### src/rtl/aes_key_schedule_seq_if.sv
// Round-key streaming interface for aes_key_schedule_seq.
//   start     requester -> expander  begin expansion of key_in
//   key_in    requester -> expander  cipher key, word 0 at the MSBs
//   busy      expander  -> requester expansion in progress
//   rk_valid  expander  -> requester rk_data/rk_index hold a round key
//   rk_ready  requester -> expander  round key accepted when rk_valid && rk_ready
//   rk_data   expander  -> requester {w[4k],w[4k+1],w[4k+2],w[4k+3]}
//   rk_index  expander  -> requester round number k
//   done      expander  -> requester high on the handshake of the last round key
// master = the consumer (cipher datapath), slave = the key expander.
interface aes_key_schedule_seq_if #(
  parameter int KEY_BITS = 128
);
  logic                start;
  logic [KEY_BITS-1:0] key_in;
  logic                busy;
  logic                rk_valid;
  logic                rk_ready;
  logic [127:0]        rk_data;
  logic [3:0]          rk_index;
  logic                done;

  modport master (
    output start, key_in, rk_ready,
    input  busy, rk_valid, rk_data, rk_index, done
  );

  modport slave (
    input  start, key_in, rk_ready,
    output busy, rk_valid, rk_data, rk_index, done
  );
endinterface

### src/rtl/aes_key_schedule_seq.sv
// Sequential AES key schedule (AES-128/192/256).
// Produces one 32-bit expanded word per clock through a single SubWord unit
// and streams each group of four words as a 128-bit round key.
// Ports:
//   clk    rising-edge clock
//   rst    asynchronous, active-high reset
//   io_ks  slave side of aes_key_schedule_seq_if (start/key_in in,
//          busy/rk_valid/rk_data/rk_index/done out, rk_ready in)
//
// state  | meaning
// -------+------------------------------------------------------------
// S_IDLE | waiting for start; key window is don't-care
// S_GEN  | generating one word per cycle into the current round key
// S_OUT  | round key presented, waiting for rk_ready
module aes_key_schedule_seq #(
  parameter int KEY_BITS = 128
) (
  input  logic                 clk,
  input  logic                 rst,
  aes_key_schedule_seq_if.slave io_ks
);
  localparam int NK = KEY_BITS / 32;
  localparam int NR = NK + 6;
  localparam int NW = 4 * (NR + 1);

  if (!(KEY_BITS == 128 || KEY_BITS == 192 || KEY_BITS == 256)) begin : g_bad_key_bits
    $error("aes_key_schedule_seq: KEY_BITS must be 128, 192 or 256");
  end

  // Forward S-box, entry 0 in the top byte.
  localparam logic [2047:0] SBOX = {
    128'h637c777bf26b6fc53001672bfed7ab76, 128'hca82c97dfa5947f0add4a2af9ca472c0,
    128'hb7fd9326363ff7cc34a5e5f171d83115, 128'h04c723c31896059a071280e2eb27b275,
    128'h09832c1a1b6e5aa0523bd6b329e32f84, 128'h53d100ed20fcb15b6acbbe394a4c58cf,
    128'hd0efaafb434d338545f9027f503c9fa8, 128'h51a3408f929d38f5bcb6da2110fff3d2,
    128'hcd0c13ec5f974417c4a77e3d645d1973, 128'h60814fdc222a908846eeb814de5e0bdb,
    128'he0323a0a4906245cc2d3ac629195e479, 128'he7c8376d8dd54ea96c56f4ea657aae08,
    128'hba78252e1ca6b4c6e8dd741f4bbd8b8a, 128'h703eb5664803f60e613557b986c11d9e,
    128'he1f8981169d98e949b1e87e9ce5528df, 128'h8ca1890dbfe6426841992d0fb054bb16
  };

  function automatic logic [7:0] sbox(input logic [7:0] b);
    return SBOX[{~b, 3'b000} +: 8];
  endfunction

  function automatic logic [31:0] sub_word(input logic [31:0] w);
    return {sbox(w[31:24]), sbox(w[23:16]), sbox(w[15:8]), sbox(w[7:0])};
  endfunction

  typedef enum logic [1:0] {S_IDLE, S_GEN, S_OUT} state_t;

  state_t       r_state;
  state_t       w_state_next;
  // r_win[0] = w[i-NK] ... r_win[NK-1] = w[i-1]
  logic [31:0]  r_win [NK];
  logic [5:0]   r_i;
  logic [2:0]   r_mod;     // i % NK, kept incrementally to avoid a divider
  logic [7:0]   r_rcon;
  logic [127:0] r_rk_data;
  logic [3:0]   r_rk_index;

  logic [31:0]  w_prev;
  logic [31:0]  w_rot;
  logic [31:0]  w_sub;
  logic [31:0]  w_temp;
  logic [31:0]  w_word;
  logic [7:0]   w_rcon_next;
  logic         w_hs;
  logic         w_last;

  assign w_prev = r_win[NK-1];
  assign w_rot  = {w_prev[23:0], w_prev[31:24]};
  // One SubWord unit shared between the rotated (i%NK==0) and the
  // AES-256 mid-group (i%NK==4) cases.
  assign w_sub  = sub_word((r_mod == 3'd0) ? w_rot : w_prev);

  always_comb begin
    w_temp = w_prev;
    if (r_mod == 3'd0) begin
      w_temp = w_sub ^ {r_rcon, 24'h0};
    end else if (NK == 8 && r_mod == 3'd4) begin
      w_temp = w_sub;
    end
  end

  // While i < NK the window simply rotates, so r_win[0] walks through the
  // key words and the window holds the key again once i reaches NK.
  assign w_word      = (r_i < 6'(NK)) ? r_win[0] : (r_win[0] ^ w_temp);
  assign w_rcon_next = {r_rcon[6:0], 1'b0} ^ (r_rcon[7] ? 8'h1b : 8'h00);
  assign w_hs        = (r_state == S_OUT) && io_ks.rk_ready;
  assign w_last      = (r_rk_index == 4'(NR));

  always_ff @(posedge clk or posedge rst) begin
    if (rst) begin
      r_state <= S_IDLE;
    end else begin
      r_state <= w_state_next;
    end
  end

  always_comb begin
    w_state_next = r_state;
    case (r_state)
      S_IDLE: if (io_ks.start) w_state_next = S_GEN;
      S_GEN:  if (r_i[1:0] == 2'd3) w_state_next = S_OUT;
      S_OUT:  if (io_ks.rk_ready) w_state_next = w_last ? S_IDLE : S_GEN;
      default: w_state_next = S_IDLE;
    endcase
  end

  always_ff @(posedge clk or posedge rst) begin
    if (rst) begin
      r_i        <= '0;
      r_mod      <= '0;
      r_rcon     <= '0;
      r_rk_data  <= '0;
      r_rk_index <= '0;
      for (int j = 0; j < NK; j++) r_win[j] <= '0;
    end else if (r_state == S_IDLE) begin
      if (io_ks.start) begin
        for (int j = 0; j < NK; j++) r_win[j] <= io_ks.key_in[KEY_BITS-1-32*j -: 32];
        r_i    <= '0;
        r_mod  <= '0;
        r_rcon <= 8'h01;
      end
    end else if (r_state == S_GEN) begin
      for (int j = 0; j < NK - 1; j++) r_win[j] <= r_win[j+1];
      r_win[NK-1] <= w_word;
      case (r_i[1:0])
        2'd0: r_rk_data[127:96] <= w_word;
        2'd1: r_rk_data[95:64]  <= w_word;
        2'd2: r_rk_data[63:32]  <= w_word;
        default: r_rk_data[31:0] <= w_word;
      endcase
      if (r_i[1:0] == 2'd3) r_rk_index <= r_i[5:2];
      if (r_i != 6'(NW - 1)) r_i <= r_i + 6'd1;
      r_mod <= (r_mod == 3'(NK - 1)) ? 3'd0 : r_mod + 3'd1;
      // Advance rcon only when another rcon word is still to come.
      if (r_i >= 6'(NK) && r_mod == 3'd0 && ({1'b0, r_i} + 7'(NK) < 7'(NW)))
        r_rcon <= w_rcon_next;
    end
  end

  assign io_ks.busy     = (r_state != S_IDLE);
  assign io_ks.rk_valid = (r_state == S_OUT);
  assign io_ks.rk_data  = r_rk_data;
  assign io_ks.rk_index = r_rk_index;
  assign io_ks.done     = w_hs && w_last;
endmodule
### src/flat_wrapper.sv
// flat-port wrapper written by rule: the top's interface ports become plain ports
module aes_key_schedule_seq_flat 
#(
  parameter int KEY_BITS = 128
)
  (clk, rst, io_ks_start, io_ks_key_in, io_ks_rk_ready, io_ks_busy, io_ks_rk_valid, io_ks_rk_data, io_ks_rk_index, io_ks_done);
  aes_key_schedule_seq_if #(.KEY_BITS(KEY_BITS)) io_ks_i ();
  input  logic clk;
  input  logic rst;
  input wire logic [$bits(io_ks_i.start)-1:0] io_ks_start;
  input wire logic [$bits(io_ks_i.key_in)-1:0] io_ks_key_in;
  input wire logic [$bits(io_ks_i.rk_ready)-1:0] io_ks_rk_ready;
  output wire logic [$bits(io_ks_i.busy)-1:0] io_ks_busy;
  output wire logic [$bits(io_ks_i.rk_valid)-1:0] io_ks_rk_valid;
  output wire logic [$bits(io_ks_i.rk_data)-1:0] io_ks_rk_data;
  output wire logic [$bits(io_ks_i.rk_index)-1:0] io_ks_rk_index;
  output wire logic [$bits(io_ks_i.done)-1:0] io_ks_done;
  assign io_ks_i.start = io_ks_start;
  assign io_ks_i.key_in = io_ks_key_in;
  assign io_ks_i.rk_ready = io_ks_rk_ready;
  assign io_ks_busy = io_ks_i.busy;
  assign io_ks_rk_valid = io_ks_i.rk_valid;
  assign io_ks_rk_data = io_ks_i.rk_data;
  assign io_ks_rk_index = io_ks_i.rk_index;
  assign io_ks_done = io_ks_i.done;
  aes_key_schedule_seq #(.KEY_BITS(KEY_BITS)) u_core (.clk(clk), .rst(rst), .io_ks(io_ks_i));
endmodule
### config.mk
export PLATFORM = sky130hd
export DESIGN_NAME = aes_key_schedule_seq_flat
export DESIGN_NICKNAME = d
export VERILOG_FILES = /design/src/rtl/aes_key_schedule_seq_if.sv /design/src/rtl/aes_key_schedule_seq.sv /design/src/flat_wrapper.sv
export SDC_FILE = /design/constraint.sdc
export NUM_CORES = 2
export LEC_CHECK = 0
export ABC_AREA = 0
export BUFFER_PORTS_ARGS = -buffer_cell sky130_fd_sc_hd__buf_2
export CORE_AREA = 2 2 389 294
export DETAILED_ROUTE_END_ITERATION = 6
export DIE_AREA = 0 0 391 296
export SYNTH_ARGS = -nofsm -noshare
export SYNTH_HDL_FRONTEND = slang
export SYNTH_SLANG_ARGS = --single-unit
### constraint.sdc
create_clock -name clk -period 11.9 [get_ports clk]
set_input_delay 2.38 -clock clk [delete_from_list [all_inputs] [get_ports clk]]
set_output_delay 2.38 -clock clk [all_outputs]
set_load 0.01 [all_outputs]
==> flow_metrics.env <==
export IMPL_rows=107
export IMPL_grt_pass1_wl_um=212000
export IMPL_yosys_area_share_adder_pct=2.74
export IMPL_cts_buffers=23
export IMPL_min_path_cells=2
export IMPL_post_route_util_pct=27.3
export IMPL_avgSynthCellArea_um2=7.49
export IMPL_finalHoldViolCount=0
export IMPL_reg2reg_slack_ps=4730
export IMPL_multi_input_area_um2=18700
export IMPL_crit_family="buffers and inverters"
export IMPL_yosys_top_cells_area="dfrtp_1 25%, nand2_1 7.9%, o21ai_0 5.3%"
export IMPL_ant_nets=0
export IMPL_cts_reportedPaths_clkPinSlew_ps=80
export IMPL_clk_latency_ps=540
export IMPL_synth_top_area_cell="dfrtp_1"
export IMPL_cts_resized_gates=0
export IMPL_die_w_um=391
export IMPL_yosysSeqAreaShare_pct=25.1
export IMPL_dp_hpwl_um=104000
export IMPL_synth_compound_area_share_pct=36.2
export IMPL_tightest_slew_ps=1300
export IMPL_area_growth_pct=10.2
export IMPL_synth_distinct_cells=115
export IMPL_gp_congestion=0.990
export IMPL_post_cts_buffers=0
export IMPL_dieArea_um2=116000
export IMPL_initial_core_util_pct=24.7
export IMPL_htreeDepth=1
export IMPL_synthMuxAreaShare_pct=5.60
export IMPL_cp_end_kind="register"
export IMPL_setup_viol=0
export IMPL_first_pass_iters=7
export IMPL_synth_top_area_share_pct=25.1
export IMPL_yosys_area_share_simple_pct=20.7
export IMPL_required_ps=12280
export IMPL_ios=267
export IMPL_synth_async_reset_ratio_pct=100
export IMPL_crit_fanout=45
export IMPL_cpMaxStageDelayCell="mux2i_1"
export IMPL_via_per_inst=6.34
export IMPL_worstSetupPathType="register to register"
export IMPL_critPathLaunchType="register"
export IMPL_ys_ff_latch=279
export IMPL_coreArea_um2=112000
export IMPL_antenna_found_initial=18
export IMPL_finalCriticalPeriod_ps=7170
export IMPL_rsz0062_at_grt="false"
export IMPL_fmax_mhz=139
export IMPL_grt_pass1_vias=29100
export IMPL_fp_dieH_um=296
export IMPL_crit_buf_inv=5
export IMPL_fin_hold_ws_ps=477
export IMPL_crit_top_cell="buf_4"
export IMPL_crit_cells=17
export IMPL_synth_xor_area_share_pct=1.62
export IMPL_skew_ps=22.4
export IMPL_drv_slew=0
export IMPL_grt_overflow=0
export IMPL_crit_chain="inv_1 -> ha_1 -> buf_4 -> nand2b_4 -> buf_4 -> buf_4 -> mux2_2 -> ha_1 -> inv_1 -> a211oi_2 -> a211oi_1 -> a31oi_1 -> mux4_2 -> o22ai_1 -> nor3_1 -> mux2i_1 -> a31oi_1"
export IMPL_ff2ff_path_depth=17
export IMPL_cap_viol_max_count=0
export IMPL_synth_edf_count=0
export IMPL_port_buffers=266
export IMPL_postSynthCellCount=3714
export IMPL_synth_top_family_by_area="compound AO/OA/AOI/OAI gates"
export IMPL_holdBufCountCts=0
export IMPL_cts_tree="built"
export IMPL_violations="DRC"
export IMPL_yosys_warnings=0
export IMPL_syn_nets=3907
export IMPL_fin_setup_tns_ps=0
export IMPL_cp_slowest_stage_delay_ps=780
export IMPL_yosys_top_cells_count="583 x nand2_1, 311 x nor2_1, 295 x o21ai_0"
export IMPL_worstPathArrival_ps=7560
export IMPL_grt_use_total_pct=24.1
export IMPL_drc=20
export IMPL_status="finished with violations"
export IMPL_final_seq_area_um2=6980
export IMPL_fin_nets=3876
export IMPL_grt_max_degree=205
export IMPL_totalWireLength_um=148000
export IMPL_syn_area_um2=27800
export IMPL_wl_per_cell_um=28.6
export IMPL_yosysMostFrequentCell="nand2_1"
export IMPL_min_period_over_period_pct=60.3
export IMPL_ys_dominant_reg_cell="dfrtp_1"
export IMPL_via_count=32800
export IMPL_min_delay_path_class="register to register"
export IMPL_detail_route_iter0_violations=5624
export IMPL_drive_gt1_share_pct=15.0
export IMPL_cts_sinks=279
export IMPL_fill_cells=12300
export IMPL_clockBufferDepth=3
export IMPL_cts_root_buffer="clkbuf_16"
export IMPL_slew_headroom_pct=12.0
[flip-flops by register name (all words and copies together), names as in the netlist]
signal and cells:
u_core.w_prev 32, u_core.r_state 2, u_core.r_rcon 8, u_core.r_mod 3, u_core.io_ks.rk_index 4, u_core.r_i 6, u_core.r_win 96, u_core.io_ks.rk_data 128
[logic make-up after synthesis]
| kind of cell | count (synthesis) |
|---|---|
| adders and majority gates | 61 |
| buffers and inverters | 474 |
| DFF | 279 |
| xor gates and xnor gates | 49 |
| AOI/OAI and AO/OA | 1455 |
| muxes | 124 |
| and+or+nand+nor | 1272 |
[cell type report]
| type | count | area share, % |
|---|---|---|
| flip-flops and latches | 279 | 22.8 |
| multi-input cells | 2961 | 61.1 |
| repair buffers | 363 | 6.80 |
| well taps | 1471 | 6.00 |
| clock buffers | 25 | 1.97 |
| clock inverters | 16 | 0.645 |
| inverters | 55 | 0.702 |
| diodes | 8 | 0.0653 |
[per-stage QoR]
stage | cells | setup WS [ps] | area, µm²
3_3_place_gp | 5129 | 5120 | 29800
6_report | 5178 | 4730 | 30700
4_1_cts | 5170 | 5000 | 30600
5_1_grt | 5175 | 4560 | 30700
3_5_place_dp | 5129 | 5030 | 29800
2_1_floorplan | 3714 | 1830 | 27800
[routing by layer]
layer | routed length, µm | vias up | GRT usage [%] | share of wire, %
met5 | 111 | - | 0 | 0.075
met4 | 4420 | 16 | 5.62 | 3.0
met3 | 20600 | 348 | 7.75 | 14
met2 | 61000 | 2456 | 34.2 | 41
met1 | 62100 | 16000 | 35.0 | 42
li1 | - | 14000 | - | -
[final timing paths]
check,from,endpoint
max in group asynchronous,rst,u_core.w_prev[8]
min reg2reg,u_core.io_ks.rk_data[35],u_core.io_ks.rk_data[35]
max,u_core.r_mod[0],u_core.io_ks.rk_data[74]
min in group asynchronous,rst,u_core.w_prev[26]
min,u_core.io_ks.rk_data[35],u_core.io_ks.rk_data[35]
max reg2reg,u_core.r_mod[0],u_core.io_ks.rk_data[74]
[worst reg2reg max path, stage by stage (launching register included)]
cell      delay (ps)
dfrtp_1          390
inv_1             60
ha_1             180
buf_4            260
nand2b_4         440
buf_4            720
buf_4            520
mux2_2           600
ha_1             740
inv_1            370
a211oi_2         470
a211oi_1         160
a31oi_1          230
mux4_2           250
o22ai_1           90
nor3_1           590
mux2i_1          780
a31oi_1          170
[layout by cell type, fill, tap and decap left out, types with 31 or more instances in the layout]
| cell | netlist | layout |
|---|---|---|
| dfrtp_1 | 279 | 279 |
| nor3_1 | 70 | 70 |
| o311ai_0 | 34 | 34 |
| a211oi_1 | 95 | 95 |
| buf_2 | 133 | 266 |
| nor2_1 | 311 | 309 |
| o211ai_1 | 96 | 96 |
| nand2_1 | 583 | 579 |
| buf_4 | 28 | 95 |
| nand2b_1 | 32 | 31 |
| o21ai_0 | 295 | 295 |
| nand3_1 | 91 | 91 |
| o21ai_1 | 55 | 54 |
| a21oi_1 | 193 | 193 |
| o22ai_1 | 50 | 50 |
| a221oi_1 | 38 | 38 |
| mux2i_1 | 64 | 59 |
| a31oi_1 | 183 | 183 |
| inv_1 | 45 | 43 |
| ha_1 | 61 | 61 |
| a311oi_1 | 43 | 43 |
Power is not shown: default switching activity piles up to over one toggle a cycle in this logic, so the estimate is an artifact.
